==> src/rtl/push_pop_sequencer_pkg.sv <==
// ----------------------------------------------------------------------------
// push_pop_sequencer_pkg
// Shared definitions for the PUSH/POP micro-op sequencer: the micro-op kind
// seen by the rest of the decode stage, the sequencer's internal states,
// the architectural addresses of SP/LR/PC and the Thumb opcode prefixes.
// ----------------------------------------------------------------------------
package push_pop_sequencer_pkg;

   typedef enum logic [1:0] {
      UOP_NONE   = 2'd0,
      UOP_STORE  = 2'd1,
      UOP_LOAD   = 2'd2,
      UOP_SP_ADJ = 2'd3
   } uop_kind_t;

   typedef enum logic [1:0] {
      ST_IDLE    = 2'd0,
      ST_REGS    = 2'd1,
      ST_SP_ADJ  = 2'd2,
      ST_PC_LOAD = 2'd3
   } seq_state_t;

   localparam logic [3:0] SP_ADDR = 4'd13;
   localparam logic [3:0] LR_ADDR = 4'd14;
   localparam logic [3:0] PC_ADDR = 4'd15;

   localparam logic [6:0] PUSH_OPCODE = 7'b1011010;
   localparam logic [6:0] POP_OPCODE  = 7'b1011110;

endpackage

==> src/rtl/push_pop_sequencer_encoder.sv <==
// ----------------------------------------------------------------------------
// lowest_set_bit_encoder
// Finds the lowest set bit of a 9-bit register-list mask.
// Ports:
//   mask_i  - remaining register list (bit 0 = R0)
//   index_o - position of the lowest set bit (0..8), 0 when empty
//   none_o  - high when the mask is empty
// ----------------------------------------------------------------------------
module lowest_set_bit_encoder (
   input  logic [8:0] mask_i,
   output logic [3:0] index_o,
   output logic       none_o
);

   // Scan from the top down so the last hit, the lowest set bit, wins.
   always_comb begin
      index_o = 4'd0;
      none_o  = 1'b1;
      for (int i = 8; i >= 0; i--) begin
         if (mask_i[i]) begin
            index_o = 4'(i);
            none_o  = 1'b0;
         end
      end
   end

endmodule

==> src/rtl/push_pop_sequencer.sv <==
// ----------------------------------------------------------------------------
// push_pop_sequencer
// Expands a Thumb PUSH/POP into one memory micro-op per listed register plus
// an SP-adjust micro-op (and a final PC load for POP {.., PC}). Fetch is
// stalled while the sequence runs.
// Ports:
//   clk_i, reset_i   - clock (rising edge), async active-high reset
//   is_valid_i       - decode-stage instruction valid
//   instruction_i    - Thumb instruction in decode
//   hold_i           - hazard stall, freezes the current micro-op
//   flush_i          - pipeline flush, aborts the sequence
//   uop_valid_o      - a micro-op is presented this cycle
//   uop_kind_o       - NONE / STORE / LOAD / SP_ADJ
//   uop_reg_addr_o   - register moved, or SP for SP_ADJ
//   uop_offset_o     - byte offset from current SP, or SP delta
//   uop_last_o       - final micro-op of the instruction
//   uop_branch_o     - micro-op loads PC
//   stall_fetch_o    - hold fetch/PC and the decode input
//   busy_o           - sequencer is past its first micro-op
// ----------------------------------------------------------------------------
module push_pop_sequencer
   import push_pop_sequencer_pkg::*;
#(
   parameter int WORD       = 32,
   parameter int ADDR_WIDTH = 4
) (
   input  logic                  clk_i,
   input  logic                  reset_i,
   input  logic                  is_valid_i,
   input  logic [15:0]           instruction_i,
   input  logic                  hold_i,
   input  logic                  flush_i,
   output logic                  uop_valid_o,
   output uop_kind_t             uop_kind_o,
   output logic [ADDR_WIDTH-1:0] uop_reg_addr_o,
   output logic [WORD-1:0]       uop_offset_o,
   output logic                  uop_last_o,
   output logic                  uop_branch_o,
   output logic                  stall_fetch_o,
   output logic                  busy_o
);

   seq_state_t state_q, state_d, emitState;
   logic [8:0] mask_q, mask_d;
   logic [3:0] k_q, k_d;
   logic [3:0] n_q, n_d;
   logic       pop_q, pop_d;

   logic       isPush, isPop, accept;
   logic [3:0] instrCount;
   logic [8:0] ctxMask, regMask, lsbBit;
   logic [3:0] ctxK, ctxN, lsbIdx;
   logic       ctxPop, hasPc, lsbNone;
   logic [WORD-1:0] kWord, nWord;

   // Sequencer context registers. Reset returns to IDLE with nothing pending.
   always_ff @(posedge clk_i or posedge reset_i) begin
      if (reset_i) begin
         state_q <= ST_IDLE;
         mask_q  <= '0;
         k_q     <= '0;
         n_q     <= '0;
         pop_q   <= 1'b0;
      end else begin
         state_q <= state_d;
         mask_q  <= mask_d;
         k_q     <= k_d;
         n_q     <= n_d;
         pop_q   <= pop_d;
      end
   end

   // Decode the instruction in decode and count its register list. Only
   // meaningful while IDLE; afterwards the latched copies take over.
   always_comb begin
      isPush     = (instruction_i[15:9] == PUSH_OPCODE);
      isPop      = (instruction_i[15:9] == POP_OPCODE);
      accept     = is_valid_i & (isPush | isPop);
      instrCount = '0;
      for (int i = 0; i < 9; i++) begin
         instrCount = instrCount + {3'b000, instruction_i[i]};
      end
   end

   // Pick the live context: the raw instruction while IDLE so the first
   // micro-op appears in the accept cycle, the registered copy afterwards.
   // For POP, bit 8 is the PC and stays out of the register walk; it is
   // kept in the mask so SP_ADJ still knows a PC load follows.
   always_comb begin
      if (state_q == ST_IDLE) begin
         ctxMask = instruction_i[8:0];
         ctxK    = '0;
         ctxN    = instrCount;
         ctxPop  = isPop;
      end else begin
         ctxMask = mask_q;
         ctxK    = k_q;
         ctxN    = n_q;
         ctxPop  = pop_q;
      end
      regMask = ctxPop ? {1'b0, ctxMask[7:0]} : ctxMask;
      hasPc   = ctxPop & ctxMask[8];
   end

   lowest_set_bit_encoder uEncoder (
      .mask_i  (regMask),
      .index_o (lsbIdx),
      .none_o  (lsbNone)
   );

   // Micro-op generation and next state. emitState names the step whose
   // micro-op is on the outputs this cycle; while IDLE an accepted
   // instruction jumps straight to its first step (REGS, or SP_ADJ for an
   // empty register walk). The step then decides where the sequence goes.
   // hold_i freezes everything, flush_i then overrides hold and aborts, and
   // reset forces the outputs quiet.
   always_comb begin
      emitState = state_q;
      if (state_q == ST_IDLE && accept) begin
         emitState = lsbNone ? ST_SP_ADJ : ST_REGS;
      end

      uop_valid_o    = 1'b0;
      uop_kind_o     = UOP_NONE;
      uop_reg_addr_o = '0;
      uop_offset_o   = '0;
      uop_last_o     = 1'b0;
      uop_branch_o   = 1'b0;

      state_d = state_q;
      mask_d  = mask_q;
      k_d     = k_q;
      n_d     = n_q;
      pop_d   = pop_q;

      lsbBit = 9'b1 << lsbIdx;
      kWord  = WORD'({ctxK, 2'b00});
      nWord  = WORD'({ctxN, 2'b00});

      if (emitState != ST_IDLE) begin
         n_d   = ctxN;
         pop_d = ctxPop;
      end

      case (emitState)
         ST_REGS: begin
            uop_valid_o    = 1'b1;
            uop_kind_o     = ctxPop ? UOP_LOAD : UOP_STORE;
            uop_reg_addr_o = (lsbIdx == 4'd8) ? ADDR_WIDTH'(LR_ADDR) : ADDR_WIDTH'(lsbIdx);
            uop_offset_o   = ctxPop ? kWord : (kWord - nWord);
            mask_d         = ctxMask & ~lsbBit;
            k_d            = ctxK + 4'd1;
            state_d        = ((regMask & ~lsbBit) != 9'd0) ? ST_REGS : ST_SP_ADJ;
         end
         ST_SP_ADJ: begin
            uop_valid_o    = 1'b1;
            uop_kind_o     = UOP_SP_ADJ;
            uop_reg_addr_o = ADDR_WIDTH'(SP_ADDR);
            uop_offset_o   = ctxPop ? nWord : (WORD'(0) - nWord);
            uop_last_o     = ~hasPc;
            mask_d         = hasPc ? ctxMask : 9'd0;
            k_d            = hasPc ? ctxK : 4'd0;
            state_d        = hasPc ? ST_PC_LOAD : ST_IDLE;
         end
         ST_PC_LOAD: begin
            uop_valid_o    = 1'b1;
            uop_kind_o     = UOP_LOAD;
            uop_reg_addr_o = ADDR_WIDTH'(PC_ADDR);
            uop_offset_o   = nWord - WORD'(4);
            uop_last_o     = 1'b1;
            uop_branch_o   = 1'b1;
            mask_d         = '0;
            k_d            = '0;
            state_d        = ST_IDLE;
         end
         default: begin
         end
      endcase

      if (hold_i) begin
         state_d = state_q;
         mask_d  = mask_q;
         k_d     = k_q;
         n_d     = n_q;
         pop_d   = pop_q;
      end

      if (flush_i) begin
         state_d = ST_IDLE;
         mask_d  = '0;
         k_d     = '0;
      end

      if (reset_i) begin
         uop_valid_o    = 1'b0;
         uop_kind_o     = UOP_NONE;
         uop_reg_addr_o = '0;
         uop_offset_o   = '0;
         uop_last_o     = 1'b0;
         uop_branch_o   = 1'b0;
      end
   end

   // Fetch only waits while more micro-ops of this instruction follow.
   assign stall_fetch_o = uop_valid_o & ~uop_last_o;
   assign busy_o        = ~reset_i & (state_q != ST_IDLE);

endmodule

==> config.mk <==
export PLATFORM = sky130hd
export DESIGN_NAME = push_pop_sequencer
export DESIGN_NICKNAME = d
export VERILOG_FILES = /design/src/rtl/push_pop_sequencer_pkg.sv /design/src/rtl/push_pop_sequencer_encoder.sv /design/src/rtl/push_pop_sequencer.sv
export SDC_FILE = /design/constraint.sdc
export NUM_CORES = 1
export LEC_CHECK = 0
export CAP_MARGIN = 20
export CORE_MARGIN = 1
export CORE_UTILIZATION = 25
export CTS_BUF_LIST = sky130_fd_sc_hd__clkbuf_8
export DETAILED_ROUTE_END_ITERATION = 12
export DONT_BUFFER_PORTS = 1
export GPL_TIMING_DRIVEN = 0
export PLACE_DENSITY = 0.36
export SLEW_MARGIN = 20
export SYNTH_ARGS = -nofsm -noshare
export SYNTH_HDL_FRONTEND = slang
export SYNTH_SLANG_ARGS = --single-unit
==> constraint.sdc <==
create_clock -name clk_i -period 8.43 [get_ports clk_i]
set_input_delay 1.2645 -clock clk_i [delete_from_list [all_inputs] [get_ports clk_i]]
set_output_delay 1.2645 -clock clk_i [all_outputs]
set_load 0.01 [all_outputs]
# --- Yosys cells after proc, flatten, opt, wreduce, memory -nomap -nowiden ---
# Cells that the tools add are included.
totals:
  word_cells: 100
  inputBits: 21
  latchBits: 0
  ram_bits: 0
  mem_count: 0
  register_bits: 20
  output_inout_bits: 43
  rom_bits: 0
classes:
  magnitude_cmp: 0
  n_reduce_logical: 9
  addsub: 12
  n_mux: 54
  shifts: 1
  div_mod_pow: 0
  multipliers: 0
  bitwise_logic: 12
  eq_ne: 7
ops:
  columns: ["cell", "count"]
  rows:
  - ["2-to-1 mux 32 bit", 3]
  - ["case mux 32 bit (3 select lines)", 1]
  - ["2-to-1 mux 4 bit", 16]
  - ["2-to-1 mux 9 bit", 5]
  - ["case mux 9 bit (3 select lines)", 1]
  - ["case mux 4 bit (3 select lines)", 2]
  - ["adder 4 x 1 -> 4 bit", 5]
  - ["bitwise AND 9 bit", 2]
  - ["2-to-1 mux 2 bit", 8]
  - ["2-to-1 mux 1 bit", 15]
  - ["equality test 7 bit (second input constant)", 2]
  - ["case mux 2 bit (3 select lines)", 2]
  - ["NOT 9 bit", 1]
  - ["nonzero test 9 bit", 1]
  - ["<< shifter 1 x 4 -> 9 bit (first input constant)", 1]
  - ["subtractor 1 x 6 -> 7 bit (first input constant)", 1]
  - ["subtractor 6 x 3 -> 7 bit (second input constant)", 1]
  - ["subtractor 6 x 6 -> 7 bit", 1]
  - ["adder 3 x 1 -> 4 bit", 1]
  - ["adder 4 x 1 -> 4 bit (second input constant)", 1]
  - ["bitwise AND 1 bit", 4]
  - ["equality test 2 bit (second input constant)", 2]
  - ["equality test 4 bit (second input constant)", 1]
  - ["NOT 1 bit", 4]
  - ["12 further kinds", 14]

# --- Logic depth before layout (Yosys ltp) ---
# Gate-level depths: netlist of the first run.
depth:
  depth_word: 20
  depth_mapped: 17
  depth_no_buf: 17

# --- Modules after synthesis ---
# Synthesis of the first run repeated with hierarchy kept, for this count alone.
hier_totals:
  hier_cells: 304
  hier_area_um2: 2457.4
modules_own_cells:
  columns: ["module", "seq_area_each_um2", "area_per_inst_um2", "n_inst", "cells_each"]
  rows:
  - ["push_pop_sequencer", 500.5, 2358.5, 1, 288]
  - ["lowest_set_bit_encoder", 0.0, 98.8, 1, 16]

# --- Least setup slack after synthesis of the first run ---
# OpenSTA, ideal clock, no wires.
synth_path:
  path_kind: "input to output"
  start: "input port instruction_i[0]"
  end: "output port uop_offset_o[10]"
  arrival_time_ps: 6052
  required_ps: 7166
  setup_slack_ps: 1113
  path_buffers: 1
  path_stages: 15
  path_cell_list: "inv_1 -> fa_1 -> fa_1 -> fa_1 -> inv_1 -> fa_1 -> inv_1 -> fa_1 -> nor2_1 -> a21oi_1 -> fa_1 -> a21oi_1 -> o2111ai_1 -> a31oi_1 -> buf_4"
synth_via:
  elab_chain_len: 13
synth_rtl:
  columns: ["element", "line_no", "text"]
  rows:
  - ["start, declared", "push_pop_sequencer.sv:30", "input logic [15:0] instruction_i,"]
  - ["adder 1 x 1 -> 2 bit", "push_pop_sequencer.sv:81", "instrCount = instrCount + {3'b000, instruction_i[i]};"]
  - ["adder 2 x 1 -> 3 bit", "push_pop_sequencer.sv:81", null]
  - ["adder 3 x 1 -> 4 bit", "push_pop_sequencer.sv:81", null]
  - ["adder 4 x 1 -> 4 bit (5 in series)", "push_pop_sequencer.sv:81", null]
  - ["2-to-1 mux 4 bit", "push_pop_sequencer.sv:90", "if (state_q == ST_IDLE) begin"]
  - ["subtractor 1 x 6 -> 7 bit / subtractor 6 x 6 -> 7 bit (equally long branches)", "push_pop_sequencer.sv:159, push_pop_sequencer.sv:150", null]
  - ["2-to-1 mux 32 bit, on equally long branches", "push_pop_sequencer.sv:159, push_pop_sequencer.sv:150", null]
  - ["case mux 32 bit (3 select lines) *", "push_pop_sequencer.sv:145", "case (emitState)"]
  - ["2-to-1 mux 32 bit *", "push_pop_sequencer.sv:194", "if (reset_i) begin"]
  - ["end, declared", "push_pop_sequencer.sv:36", "output logic [WORD-1:0] uop_offset_o,"]
# Every way passes the cells marked *; elsewhere a longest branch is shown, timed or not.

# --- Worst setup path in the final report of the first run ---
layout_path:
  start: "input port instruction_i[0]"
  end: "output port uop_offset_o[5]"
# Same word-level chain as after synthesis.

==> flow_summary.ini, run 1 <==
[synthesis]
synthMostInstantiatedCell = nand2_1
syn-cell-area_mm2 = 0.00249
synth_top_area_frac = 0.201
ys_seq_area_frac = 0.201
yosysWarnings = 0
syn_area_per_cell_um2 = 7.73
synth_commonest_cells = 35 x nand2_1, 28 x buf_4, 26 x inv_1
synth-async-reset-ratio = 1.00
ys_top_cells_by_area = dfrtp_1 20%, buf_4 8.4%, ha_1 7.5%
synthFlopType = dfrtp_1
synth.distinct_cells = 58
ys_seq_elements = 20
syn_inst = 322
synth-edff-count = 0
yosys.area.top_type = dfrtp_1

[setup_path]
critPathMostFrequentCell = fa_1
reg2reg_slack_ns = 4.29
crit_type = in2out
crit_arrival_ns = 5.83
cp_top_family = adder cells
cp-end-kind = primary output
slowest_delay_ns = 0.63
cp.depth = 17
setup.worst_path.start = instruction_i[0]
r2r-start = state_q[1]
critPathBufInv = 3
critPathSlowestCell = a21oi_1
crit_fanout = 7
cp-endpoint = uop_offset_o[5]
ff2ff_path_depth = 14
startpoint_type = input port
required_ns = 7.17
crit_chain = inv_1 -> fa_1 -> fa_1 -> fa_1 -> inv_1 -> fa_1 -> inv_1 -> fa_1 -> nor2_1 -> a21oi_1 -> ha_1 -> and3b_1 -> a311o_1 -> a31oi_1 -> xnor2_1 -> nand3_1 -> a31oi_1
worstReg2RegEnd = state_q[0]

[detailed_routing]
avgViaCountPerCell = 4.99
wl_per_cell_um = 18.1
drc = 0
drtIter0Drc = 101
drtPass1Iterations = 4
wl_um = 8340
vias = 2301
ant_nets = 0

[cts]
cts_resized = 0
root_buffer = clkbuf_8
clk_pin_slew_worst_paths_ns = 0.10
numCtsBuffers = 3
cts_tree = yes
cts.path.max_buffers = 2
postCtsSetupBuffers = 0
insertion_delay_ns = 0.27
htree_num_levels = 1
holdBufCountCts = 0
tritoncts_num_sinks = 20

[sta]
worst_clock_skew_ns = 0.0129
fin_ws_ns = 1.34
min_period_ns = 7.09
tns_ns = 0
finalSetupViolCount = 0
fmax_mhz = 141
hold_viol_final = 0
rsz0062_at_grt = no
tightest_slew_ns = 0.939
slew_headroom = 0.374
timing.final.crit_share = 0.841
slew_viol_final = 0

[die]
die_area_mm2 = 0.0104
core_mm2 = 0.00973
rows = 36
die_w_um = 102
die_h_um = 102
num_io_pins = 64
start_util = 0.256

[power]
ir_drop_mv = 0.0505
powerDensity_mw_per_mm2 = 128
p_leak_uw = 0.00125

[min_path]
hp-start = k_q[1]
hp-class = reg2reg

[place]
routabilityCongestion = 0.788
dp_cells = 457
portBuffers = 0
pre_cts_ws_ns = 1.29
hpwlAfterDp_um = 6570
placed_area_mm2 = 0.00268

[final_layout]
fin_util = 0.281
nNetsFinal = 371
stdcell_area_mm2 = 0.00273
syn2layout_area_growth_pct = 9.75
drive_gt1_frac = 0.149
fin_cells = 461
n_antenna_cell = 0

[global_routing]
grt_max_degree = 21
grt_overflow_total = 0
grt_usage = 0.167
grt_antenna_before_repair = 0
grt_pass1_vias = 2220
grt_pass1_wl_um = 13000

[job]
cap_violations = 0

[status]
outcome = completed
## through the flow
step / power [µW] / hold slack [ns]
6_report: 351 / 0.499
5_1_grt: 382 / 0.524
4_1_cts: 355 / 0.497
3_5_place_dp: 274 / 0.475
3_3_place_gp: 272 / 0.469
2_1_floorplan: 233 / 0.450
## metal layers
layer,GRT usage,wire length (µm)
met3,0.0255,339
met2,0.285,3980
met5,0,0
met1,0.228,3980
met4,0.0201,36
## placed cells by master, fill, tap and decap left out, types with 2 or more instances in the layout
cell	n
xor2_1	2
nand2b_1	4
conb_1	2
nand3_1	7
a22o_1	3
clkbuf_1	7
o211ai_1	2
o21a_1	3
nor2_1	21
o21ai_0	23
o31a_1	2
nor4_1	7
a21oi_1	25
inv_1	26
a221o_1	2
or2_2	5
nand2_1	35
o31ai_1	7
xnor2_1	7
nor2b_1	2
a32o_1	3
ha_1	15
mux2i_1	8
nor3b_1	2
nand4_1	3
dfrtp_1	20
a22oi_1	2
fa_1	6
buf_2	3
a21o_1	6
a31oi_1	6
buf_6	2
nor4b_1	2
buf_4	28
clkbuf_8	4
o21ai_1	2
## worst reg2reg max path, delay by kind of cell (launching register included)
family / cells / cell delay, ns
and+or+nand+nor: 6 / 1.57
buffers and inverters: 3 / 0.87
AOI/OAI and AO/OA: 4 / 0.91
DFF: 1 / 0.45
adders and majority gates: 1 / 0.27
## area by class of cell
type	count	area (µm²)
sequential	20	500
timing repair buffer	1	11.3
clock buffer	4	55.1
inverter	26	97.6
fill	1091	7000
tap	133	166
multi-input combinational	237	1640
buffer	40	267
## flip-flops by register name, indices dropped and copies added (netlist names)
register,count
mask_q,9
k_q,4
n_q,4
state_q,2
pop_q,1
## power breakdown
| group | switching, µW | internal, µW |
|---|---|---|
| Clock | 39.0 | 41.7 |
| Sequential | 6.04 | 101 |
| Combinational | 96.0 | 67.1 |
## worst min path at each step
stage	end	slack [ns]	depth (start not counted)
after floorplan	k_q[1]	0.45	2
after global placement	k_q[1]	0.47	2
after detailed placement	k_q[1]	0.47	2
after CTS	k_q[1]	0.50	2
after global routing	k_q[1]	0.52	2
final	k_q[1]	0.50	2
## kinds of logic after synthesis
logic type / share of synthesized area
mux: 0.0422
xor+xnor: 0.0317
flops: 0.201
compound gates: 0.261
other cells: 0.00151
buf+inv: 0.146
fa+ha+maj: 0.124
simple gates: 0.193
Note: power is estimated with default switching activity, not from simulation.
==> inputs of run 2 (changes only) <==
--- a/config.mk
+++ b/config.mk
@@ -12,7 +12,7 @@
 export DETAILED_ROUTE_END_ITERATION = 12
 export DONT_BUFFER_PORTS = 1
 export GPL_TIMING_DRIVEN = 0
-export PLACE_DENSITY = 0.36
+export PLACE_DENSITY = 0.38
 export SLEW_MARGIN = 20
 export SYNTH_ARGS = -nofsm -noshare
 export SYNTH_HDL_FRONTEND = slang
==> constraint.sdc (replaced) <==
create_clock -name clk_i -period 5.7 [get_ports clk_i]
set_input_delay 0.855 -clock clk_i [delete_from_list [all_inputs] [get_ports clk_i]]
set_output_delay 0.855 -clock clk_i [all_outputs]
set_load 0.01 [all_outputs]
==> run 2 against run 1 <==
Against the previous run:
- the run now ends with negative setup slack left
- sequential cell count stayed put
- sequential power is 50% higher
- power is 66% higher
- final cell count is 2.0% higher
- via count is 2.4% higher
- die area stayed put
- non-clock buffer count is 7 higher
- critical path type unchanged
==> flow_summary.ini, run 2 (synthesized netlist as in run 1, its figures left out) <==
[status]
outcome = finished with violations
violations = negative setup slack

[cts]
numCtsBuffers = 3
insertion_delay_ns = 0.27
tritoncts_num_sinks = 20
cts_tree = yes
root_buffer = clkbuf_8
clk_pin_slew_worst_paths_ns = 0.09
cts.path.max_buffers = 2
htree_num_levels = 1

[die]
core_mm2 = 0.00973
num_io_pins = 64
rows = 36
die_area_mm2 = 0.0104
die_w_um = 102
die_h_um = 102
start_util = 0.256

[sta]
finalSetupViolCount = 26
tns_ns = -2.01
rsz0062_at_grt = yes
whs_ns = 0.493
fmax_mhz = 173
timing.final.crit_share = 1.02
min_period_ns = 5.80
worst_clock_skew_ns = 0.00460
tightest_slew_ns = 0.907
slew_headroom = 0.395
hold_viol_final = 0
slew_viol_final = 0
fin_ws_ns = -0.0968

[power]
p_leak_uw = 0.00131
powerDensity_mw_per_mm2 = 190
ir_drop_mv = 0.106

[detailed_routing]
drc = 0
wl_um = 8520
vias = 2357
ant_nets = 0
drtPass1Iterations = 4
wl_per_cell_um = 18.1
drtIter0Drc = 172
avgViaCountPerCell = 5.01

[final_layout]
n_antenna_cell = 0
nNetsFinal = 380
largest_reg_flops = 9
layout_commonest_cell = nand2_1
top_regs = mask_q x9, k_q x4, n_q x4
syn2layout_area_growth_pct = 23.2
fillers = 1045
stdcell_area_mm2 = 0.00307
final_cell_mix = 35 x nand2_1, 27 x buf_6, 23 x o21ai_0
fin_util = 0.315
top_register = mask_q
drive_gt1_frac = 0.223

[global_routing]
grt_max_degree = 21
grt_pass1_wl_um = 13300
grt_pass1_vias = 2304
grt_antenna_before_repair = 0
grt_overflow_total = 0
grt_usage = 0.172

[place]
portBuffers = 0
pre_cts_ws_ns = -0.383
hpwlAfterDp_um = 6390
routabilityCongestion = 0.822
placed_area_mm2 = 0.00270

[setup_path]
required_ns = 4.85
crit_fanout = 6
crit_arrival_ns = 4.94
cp-end-kind = primary output
startpoint_type = input port
crit_type = in2out

[min_path]
hp-class = reg2reg

[job]
cap_violations = 0
[run 2: cell count changes in the layout (fill, tap and decap cells not counted), moves of 2 or more]
cell | before | now
a21oi_4 | 0 | 2
buf_4 | 28 | 10
buf_6 | 2 | 27
mux2i_4 | 0 | 2
a21oi_1 | 25 | 22
inv_8 | 0 | 2
a31oi_4 | 0 | 4
fa_1 | 6 | 3
fa_2 | 0 | 3
inv_1 | 26 | 22
inv_2 | 0 | 2
[run 2: metal layers]
layer / track usage / up-vias / wire length, µm
met5: 0 / - / 0
met4: 0.0435 / 0 / 129
met3: 0.0255 / 10 / 357
met2: 0.282 / 64 / 3920
met1: 0.236 / 1128 / 4110
li1: - / 1155 / -
[run 2: layout make-up]
| type | instances | area, µm² | area share |
|---|---|---|---|
| flip-flops and latches | 20 | 500 | 0.163 |
| plain buffers | 40 | 349 | 0.114 |
| inverters | 26 | 113 | 0.0367 |
| clock buffers | 4 | 55.1 | 0.0180 |
| well taps | 133 | 166 | 0.0543 |
| repair buffers | 8 | 75.1 | 0.0245 |
| multi-input cells | 239 | 1810 | 0.590 |
[run 2: through the flow]
step / instances / power (µW)
3_5_place_dp: 456 / 405
6_report: 470 / 581
5_1_grt: 470 / 632
2_1_floorplan: 323 / 351
4_1_cts: 469 / 583
3_3_place_gp: 456 / 407
[run 2: worst max-delay path, cell delays in order]
cell,delay (ns)
inv_8,0.01
fa_1,0.55
fa_1,0.43
fa_1,0.51
inv_2,0.04
fa_2,0.36
inv_2,0.06
fa_2,0.45
nor2_4,0.12
a21oi_4,0.07
fa_2,0.45
a21oi_4,0.19
o2111ai_4,0.20
buf_6,0.19
a31oi_4,0.27
buf_4,0.18
[run 2: repair_timing]
| action | in CTS | in global routing |
|---|---|---|
| hold buffers | 0 | 0 |
| resized for setup | 40 | 12 |
| endpoints found under the setup margin | 28 | 28 |
| setup buffers | 7 | 1 |
| pin swaps | 14 | 12 |
| cloned | 2 | 0 |
[run 2: worst paths after layout]
path                       slack (ns)             start  cells past startpoint          endpoint
max                              -0.1  instruction_i[1]                     16  uop_offset_o[17]
min                              0.49            k_q[1]                      2            k_q[1]
max reg2reg                      1.52        state_q[1]                     13        state_q[0]
min reg2reg                      0.49            k_q[1]                      2            k_q[1]
max in group asynchronous        4.48           reset_i                      1         mask_q[7]
min in group asynchronous        0.66           reset_i                      1             pop_q
[run 2: report_power, final]
part / internal, µW / switching (µW) / leakage [µW]
Clock: 61.8 / 57.5 / 0.0000288
Sequential: 149 / 10.7 / 0.000278
Combinational: 137 / 166 / 0.00100
==> inputs of run 3 (changes only) <==
--- a/config.mk
+++ b/config.mk
@@ -12,7 +12,6 @@
 export DETAILED_ROUTE_END_ITERATION = 12
 export DONT_BUFFER_PORTS = 1
 export GPL_TIMING_DRIVEN = 0
-export PLACE_DENSITY = 0.38
 export SLEW_MARGIN = 20
 export SYNTH_ARGS = -nofsm -noshare
 export SYNTH_HDL_FRONTEND = slang
==> run 3 against run 2 <==
Against the previous run:
- the flow still finishes with violations (negative setup slack)
- critical path depth increased by 1
- setup slack worse by 0.0089 ns
- register-to-register slack better by 0.17 ns
- critical endpoint is now uop_offset_o[5]
==> flow_summary.ini, run 3 (synthesized netlist as in run 1, its figures left out) <==
[die]
die_h_um = 102
die_area_mm2 = 0.0104
rows = 36
core_mm2 = 0.00973
num_io_pins = 64
start_util = 0.256
die_w_um = 102

[sta]
slew_headroom = 0.422
min_period_ns = 5.81
slew_viol_final = 0
finalSetupViolCount = 18
tns_ns = -0.190
timing.final.crit_share = 1.02
fmax_mhz = 172
worst_clock_skew_ns = 0.00300
hold_viol_final = 0
fin_ws_ns = -0.106
rsz0062_at_grt = yes
tightest_slew_ns = 0.866

[job]
cap_violations = 0

[final_layout]
syn2layout_area_growth_pct = 20.2
layout_commonest_cell = nand2_1
top_register = mask_q
n_antenna_cell = 0
fin_cells = 467
nNetsFinal = 378
final_cell_mix = 35 x nand2_1, 23 x o21ai_0, 23 x inv_1
top_regs = mask_q x9, k_q x4, n_q x4
largest_reg_flops = 9
drive_gt1_frac = 0.213

[min_path]
holdPathStages = 2
hp-class = reg2reg
hp-start = n_q[3]
hold_path_end = n_q[3]

[setup_path]
critPathSlowestCell = fa_2
crit_chain = inv_8 -> fa_1 -> fa_1 -> fa_1 -> inv_1 -> fa_2 -> inv_2 -> fa_2 -> nor2_4 -> a21oi_4 -> ha_4 -> and3b_1 -> a311o_1 -> a31oi_1 -> xnor2_1 -> nand3_1 -> a31oi_4
critPathBufInv = 3
ff2ff_path_depth = 14
startpoint_type = input port
crit_arrival_ns = 4.95
required_ns = 4.85
cp-end-kind = primary output
r2r-start = state_q[1]
crit_type = in2out
crit_fanout = 5
worstReg2RegEnd = state_q[0]
reg2reg_slack_ns = 1.69
cp_top_family = adder cells
slowest_delay_ns = 0.59
critPathMostFrequentCell = fa_1

[detailed_routing]
drc = 0
wl_per_cell_um = 15.4
vias = 2368
drtIter0Drc = 129
ant_nets = 0
avgViaCountPerCell = 5.07
wl_um = 7210
drtPass1Iterations = 4

[cts]
holdBufCountCts = 0
cts.path.max_buffers = 2
root_buffer = clkbuf_8
htree_num_levels = 1
numCtsBuffers = 3
insertion_delay_ns = 0.26
cts_tree = yes
tritoncts_num_sinks = 20
clk_pin_slew_worst_paths_ns = 0.08

[place]
routabilityCongestion = 0.928
hpwlAfterDp_um = 5520
dp_cells = 456
portBuffers = 0

[status]
outcome = finished with violations
violations = negative setup slack

[global_routing]
grt_pass1_wl_um = 11200
grt_antenna_before_repair = 0
grt_usage = 0.136
grt_pass1_vias = 2171
grt_overflow_total = 0
grt_max_degree = 21

[power]
powerDensity_mw_per_mm2 = 186
p_leak_uw = 0.00128
ir_drop_mv = 0.0959
run 3: worst max-delay path by stage:
stage	startpoint	end	slack [ns]	depth (start not counted)
floorplan	instruction_i[0]	uop_offset_o[10]	-0.03	15
global placement	instruction_i[0]	uop_offset_o[24]	-0.33	15
detailed placement	instruction_i[0]	uop_offset_o[19]	-0.42	15
CTS	instruction_i[3]	uop_offset_o[5]	-0.15	17
global route	instruction_i[3]	uop_offset_o[5]	-0.26	17
finish	instruction_i[3]	uop_offset_o[5]	-0.11	17
run 3: report_power, final:
| part | switching, µW | internal, µW |
|---|---|---|
| registers | 9.36 | 149 |
| logic | 165 | 139 |
| clock network | 48.2 | 47.1 |
| total | 222 | 335 |
run 3: tightest hold or removal path, cell delays in order (launching register included):
cell and delay (ns):
dfrtp_1 0.35, nand2_1 0.05, o21ai_0 0.06
run 3: what timing repair did:
item / 4_1_cts / 5_1_grt
cloned: 2 / 0
endpoints found under the setup margin: 28 / 29
pin swaps: 12 / 6
gates resized for setup: 27 / 6
buffers inserted: 5 / 1
run 3: final cells by class:
class	count	area (µm²)
Buffer	40	300
Multi-Input combinational cell	239	1810
Tap cell	133	166
Clock buffer	3	41.3
Inverter	26	105
Sequential cell	20	500
Fill cell	1052	6740
Timing Repair Buffer	6	65.1
run 3: routing by layer:
metal | vias up | track usage | wire, µm
li1 | 1158 | - | -
met1 | 1129 | 0.189 | 3330
met2 | 75 | 0.235 | 3460
met3 | 6 | 0.00483 | 337
met4 | 0 | 0.0279 | 89
met5 | - | 0 | 0
run 3: metrics by stage:
stage / total power (µW) / cell area (µm²) / hold slack (ns) / setup WS, ns / util
6_report: 557 / 2990 / 0.501 / -0.106 / 0.308
5_1_grt: 607 / 2990 / 0.533 / -0.257 / 0.308
4_1_cts: 549 / 2950 / 0.505 / -0.147 / 0.303
3_5_place_dp: 405 / 2700 / 0.482 / -0.420 / 0.278
3_3_place_gp: 397 / 2700 / 0.469 / -0.329 / 0.278
2_1_floorplan: 351 / 2540 / 0.450 / -0.0348 / -
